--- src/rtl/key_event_arbiter.sv ---
// key_event_arbiter: per-key sync/debounce/short-long press classification,
// round-robin merged onto one registered valid/ready event slot.
module key_event_arbiter #(
  parameter int N_KEYS          = 4,
  parameter int DEBOUNCE_CYCLES = 1000000,
  parameter int LONG_CYCLES     = 50000000
) (
  input  logic                      clk,
  input  logic                      rst_n,
  input  logic [N_KEYS-1:0]         key_in,
  output logic                      evt_valid,
  input  logic                      evt_ready,
  output logic [$clog2(N_KEYS)-1:0] evt_key,
  output logic                      evt_long,
  output logic                      evt_drop
);
  localparam int KW = $clog2(N_KEYS);
  localparam int DW = $clog2(DEBOUNCE_CYCLES + 1);
  localparam int HW = $clog2(LONG_CYCLES + 1);
  typedef enum logic [1:0] {IDLE, HELD, LONG_WAIT} state_t;
  logic [N_KEYS-1:0] w_pend, w_kind, w_post, w_gnt;
  logic [KW-1:0]     w_cand [N_KEYS];
  logic [KW-1:0]     w_idx;
  logic              w_any, w_load;
  logic              r_valid, r_long, r_drop;
  logic [KW-1:0]     r_key, r_ptr;
  for (genvar k = 0; k < N_KEYS; k++) begin : g_key
    logic          r_s1, r_s2, r_deb, r_pend, r_kind;
    logic [DW-1:0] r_dcnt;
    logic [HW-1:0] r_hold;
    state_t        r_state;
    logic          w_long;
    assign w_long    = r_hold == HW'(LONG_CYCLES - 1);
    assign w_post[k] = (r_state == HELD) && (!r_deb || w_long);
    assign w_pend[k] = r_pend;
    assign w_kind[k] = r_kind;
    assign w_gnt[k]  = w_load && w_any && (w_idx == KW'(k));
    assign w_cand[k] = KW'((int'(r_ptr) + k) % N_KEYS);
    always_ff @(posedge clk) begin
      if (!rst_n) begin
        r_s1    <= 1'b0;
        r_s2    <= 1'b0;
        r_deb   <= 1'b0;
        r_dcnt  <= '0;
        r_hold  <= '0;
        r_pend  <= 1'b0;
        r_kind  <= 1'b0;
        r_state <= IDLE;
      end else begin
        r_s1 <= key_in[k];
        r_s2 <= r_s1;
        if (r_s2 == r_deb) r_dcnt <= '0;
        else if (r_dcnt == DW'(DEBOUNCE_CYCLES - 1)) begin
          r_deb  <= r_s2;
          r_dcnt <= '0;
        end else r_dcnt <= r_dcnt + DW'(1);
        case (r_state)
          IDLE: if (r_deb) begin
            r_state <= HELD;
            r_hold  <= HW'(1);
          end
          HELD: if (!r_deb) r_state <= IDLE;
          else begin
            r_hold <= r_hold + HW'(1);
            if (w_long) r_state <= LONG_WAIT;
          end
          LONG_WAIT: if (!r_deb) r_state <= IDLE;
          default: r_state <= IDLE;
        endcase
        // a post into an occupied slot survives only if that slot is granted now
        if (w_post[k] && (!r_pend || w_gnt[k])) begin
          r_pend <= 1'b1;
          r_kind <= r_deb;
        end else if (w_gnt[k]) r_pend <= 1'b0;
      end
    end
  end
  assign w_any  = |w_pend;
  assign w_load = !r_valid || evt_ready;
  always_comb begin
    w_idx = r_ptr;
    for (int i = N_KEYS - 1; i >= 0; i--)
      if (w_pend[w_cand[i]]) w_idx = w_cand[i];
  end
  always_ff @(posedge clk) begin
    if (!rst_n) begin
      r_valid <= 1'b0;
      r_key   <= '0;
      r_long  <= 1'b0;
      r_drop  <= 1'b0;
      r_ptr   <= '0;
    end else begin
      r_drop <= |(w_post & w_pend & ~w_gnt);
      if (w_load) begin
        r_valid <= w_any;
        if (w_any) begin
          r_key  <= w_idx;
          r_long <= w_kind[w_idx];
          r_ptr  <= (w_idx == KW'(N_KEYS - 1)) ? '0 : w_idx + KW'(1);
        end
      end
    end
  end
  assign evt_valid = r_valid;
  assign evt_key   = r_key;
  assign evt_long  = r_long;
  assign evt_drop  = r_drop;
endmodule

--- config.mk ---
export PLATFORM = sky130hd
export DESIGN_NAME = key_event_arbiter
export DESIGN_NICKNAME = d
export VERILOG_FILES = /design/src/rtl/key_event_arbiter.sv
export SDC_FILE = /design/constraint.sdc
export NUM_CORES = 1
export LEC_CHECK = 0
export CORE_AREA = 2 2 98 171
export DETAILED_ROUTE_END_ITERATION = 8
export DIE_AREA = 0 0 100 173
export PLACE_DENSITY = 0.78
export REMOVE_ABC_BUFFERS = 1
export SYNTH_ARGS = -nofsm -noshare
export SYNTH_HDL_FRONTEND = slang
export SYNTH_SLANG_ARGS = --single-unit
--- constraint.sdc ---
create_clock -name clk -period 3.1 [get_ports clk]
set_clock_uncertainty 0.1 [all_clocks]
set_input_delay 0.62 -clock clk [delete_from_list [all_inputs] [get_ports clk]]
set_output_delay 0.62 -clock clk [all_outputs]
set_load 0.01 [all_outputs]
==> flow_summary.ini <==
[timing]
setup_violations = 0
hold_viol = 0
rsz0062_at_grt = false
tns_ns = 0
fin_worst_hold_slack_ns = 0.327
worst_pin_slew_ns = 1.19
fmax_ghz = 0.415
fin_crit_sh_pct = 77.7
layout_min_cycle_time_ns = 2.41
drv_slew = 0
relSlewSlack_pct = 20.2

[detailed_routing]
routedWlPerCell_um = 13.4
drt-pass1-iter-count = 4
drtIter0Drc = 221
post-route-drc-count = 0
finalWirelength_um = 17900
via_per_inst = 5.71
antenna_left = 0
via_count = 7609

[critical_path]
cp.required_ns = 3.38
r2r_slack_ns = 0.69
start_kind = flip-flop
critPathLaunch = g_key[3].r_pend
arrival_ns = 2.69
endpoint_kind = flip-flop
reg2regPathDepth = 6
timing.rr.end = evt_drop
cp-endpoint = evt_drop
r2r_start = g_key[3].r_pend
critPathMaxFanout = 9
critPathKind = reg2reg

[floorplan]
dieArea_sq_mm = 0.0173
dieWidth_um = 100
io_pins = 12
core_sq_mm = 0.0159
start_util_pct = 60.9
die_h_um = 173
num_rows = 61

[hold_path]
hold_start = g_key[0].r_s1
worstHoldPathType = reg2reg

[final_layout]
fin_nets = 1147
drive_gt1_share_pct = 5.42
n_antenna_cell = 0
area.growth.synth_to_final_pct = 10.3
fin_util_pct = 67.2

[cts]
clockBufferDepth = 3
h-tree-depth = 1
tritoncts = done
cts_resized = 0
cts_hold_buf = 0
cts.sinks = 219
cts_setup_buffers = 0
path_clk_slew_ns = 0.06
numCtsBuffers = 21
root_buffer = clkbuf_16
clock_latency_ns = 0.50

[synth]
synth_warnings = 0
netlist_top_cells_area = dfxtp_1, xor2_1, nor2_1
synth_edf_count = 0
yosysUniqueCellTypes = 60
yosys.area.top_type_share_pct = 45.3
synthTopCellsByCount = dfxtp_1, nor2_1, xor2_1, nand2_1, nand3_1
ys_async_sr_fraction_pct = 0
ys_ff_latch = 219
syn_area_per_cell_sq_um = 8.65
syn-cell-area_sq_mm = 0.00967
yosysSeqAreaShare_pct = 45.3
synth.most_common_cell = dfxtp_1
yosysTopAreaCell = dfxtp_1
synth_flop_cell = dfxtp_1
syn-instance-count = 1118

[grt]
grt.busiest_layer = met2
grt.overflow.total = 0
antenna_found_initial = 0
use_met1_pct = 23.1
grt_use_met2_pct = 40.2
grt_pass1_wl_um = 31500
grt_use_met3_pct = 2.83
grt_usage_pct = 21.0
grt_max_degree = 25
grt_pass1_vias = 7396

[power]
leakage_nw = 3.59
p_int_mw = 4.35
power_frac_clock_pct = 47.0
combinationalPowerShare_pct = 1.1
vdd_ir_drop_max_mv = 0.392
power.share.switching_pct = 20.1
seqPwrFrac_pct = 51.9
power_density_mw_per_mm2 = 510
power.switching_mw = 1.09

[flow_run]
maxCapViolCount = 0

[outcome]
status = completed

[placed_design]
place.gp.congestion = 0.847
dp_hpwl_um = 12300
io_buffers = 11
## power by group through the flow
stage	clock, mW	combinational [mW]	sequential (mW)
6_report	2.56	0.0622	2.82
5_1_grt	2.73	0.0690	2.82
4_1_cts	2.61	0.0630	2.82
3_5_place_dp	0	0.0624	2.89
3_3_place_gp	0	0.0626	2.89
2_1_floorplan	0	0.0297	2.89
## final cells by class
cell class	count	area (sq um)
fill	1333	5220
multi-input combinational	842	5050
sequential	219	4380
clock buffer	29	596
tap	189	236
timing repair buffer	26	223
clock inverter	6	87.6
inverter	22	82.6
## how the worst min path moves through the flow
stage	slack (ns)	endpoint	depth (start not counted)
3_3_place_gp	0.32	g_key[2].r_s2	1
2_1_floorplan	0.31	g_key[0].r_s2	1
6_report	0.33	g_key[0].r_s2	1
3_5_place_dp	0.32	g_key[2].r_s2	1
4_1_cts	0.33	g_key[0].r_s2	1
5_1_grt	0.35	g_key[0].r_s2	1
## cell usage in the layout (no fill, tap or decap), drive strengths merged, types with 7 or more instances in the layout
cell type / instances
dfxtp: 219
nor2: 199
xor2: 94
nand2: 81
nand3: 71
xnor2: 57
nand4: 40
nor3: 31
o21ai: 31
a21oi: 30
and3: 30
clkbuf: 29
inv: 24
or3: 19
nor2b: 15
buf: 15
and2: 14
nor4: 12
clkdlybuf4s50: 11
and4: 11
mux2i: 10
a22oi: 9
nand2b: 9
ha: 8
or4: 8
nor4b: 7
## logic make-up (layout without fill, tap and decap cells)
| group | Yosys count | after routing | share of synthesized area (%) |
|---|---|---|---|
| AND/OR/NAND/NOR | 567 | 567 | 29.6 |
| flip-flops | 219 | 219 | 45.3 |
| XOR/XNOR | 151 | 151 | 13.7 |
| AO/OA/AOI/OAI | 102 | 102 | 6.46 |
| buffers and inverters | 57 | 83 | 2.41 |
| multiplexers | 14 | 14 | 1.50 |
| adder cells (fa/ha/maj) | 8 | 8 | 1.04 |
## critical path, stage by stage (launching register included)
cell	delay, ns
dfxtp_1	0.48
and3b_1	0.21
a2111oi_0	0.50
o21ai_0	0.28
o21ai_0	0.34
nor2b_1	0.08
o31a_1	0.30
## layer usage
layer | up-vias | routed length, um
met3 | 38 | 513
met5 | - | 0
met4 | 0 | 391
li1 | 3881 | -
met1 | 3597 | 7430
met2 | 93 | 9570
## stage by stage
| step | power (mW) | setup slack [ns] | cells | area (sq um) |
|---|---|---|---|---|
| floorplan | 2.92 | 0.880 | 1083 | 9520 |
| global placement | 2.95 | 0.571 | 1298 | 9980 |
| detailed placement | 2.95 | 0.518 | 1298 | 9980 |
| CTS | 5.50 | 0.657 | 1333 | 10700 |
| global route | 5.63 | 0.467 | 1333 | 10700 |
| finish | 5.44 | 0.693 | 1333 | 10700 |
## sequential cells by signal (all words and copies together) (netlist names), 2 cells and up
signal,flops
g_key.r_hold,104
g_key.r_dcnt,80
r_ptr,2
g_key.r_s2,4
g_key.r_deb,4
g_key.r_state,8
g_key.r_s1,4
evt_key,2
g_key.r_pend,4
g_key.r_kind,4
Power figures use the tool's default switching activity.
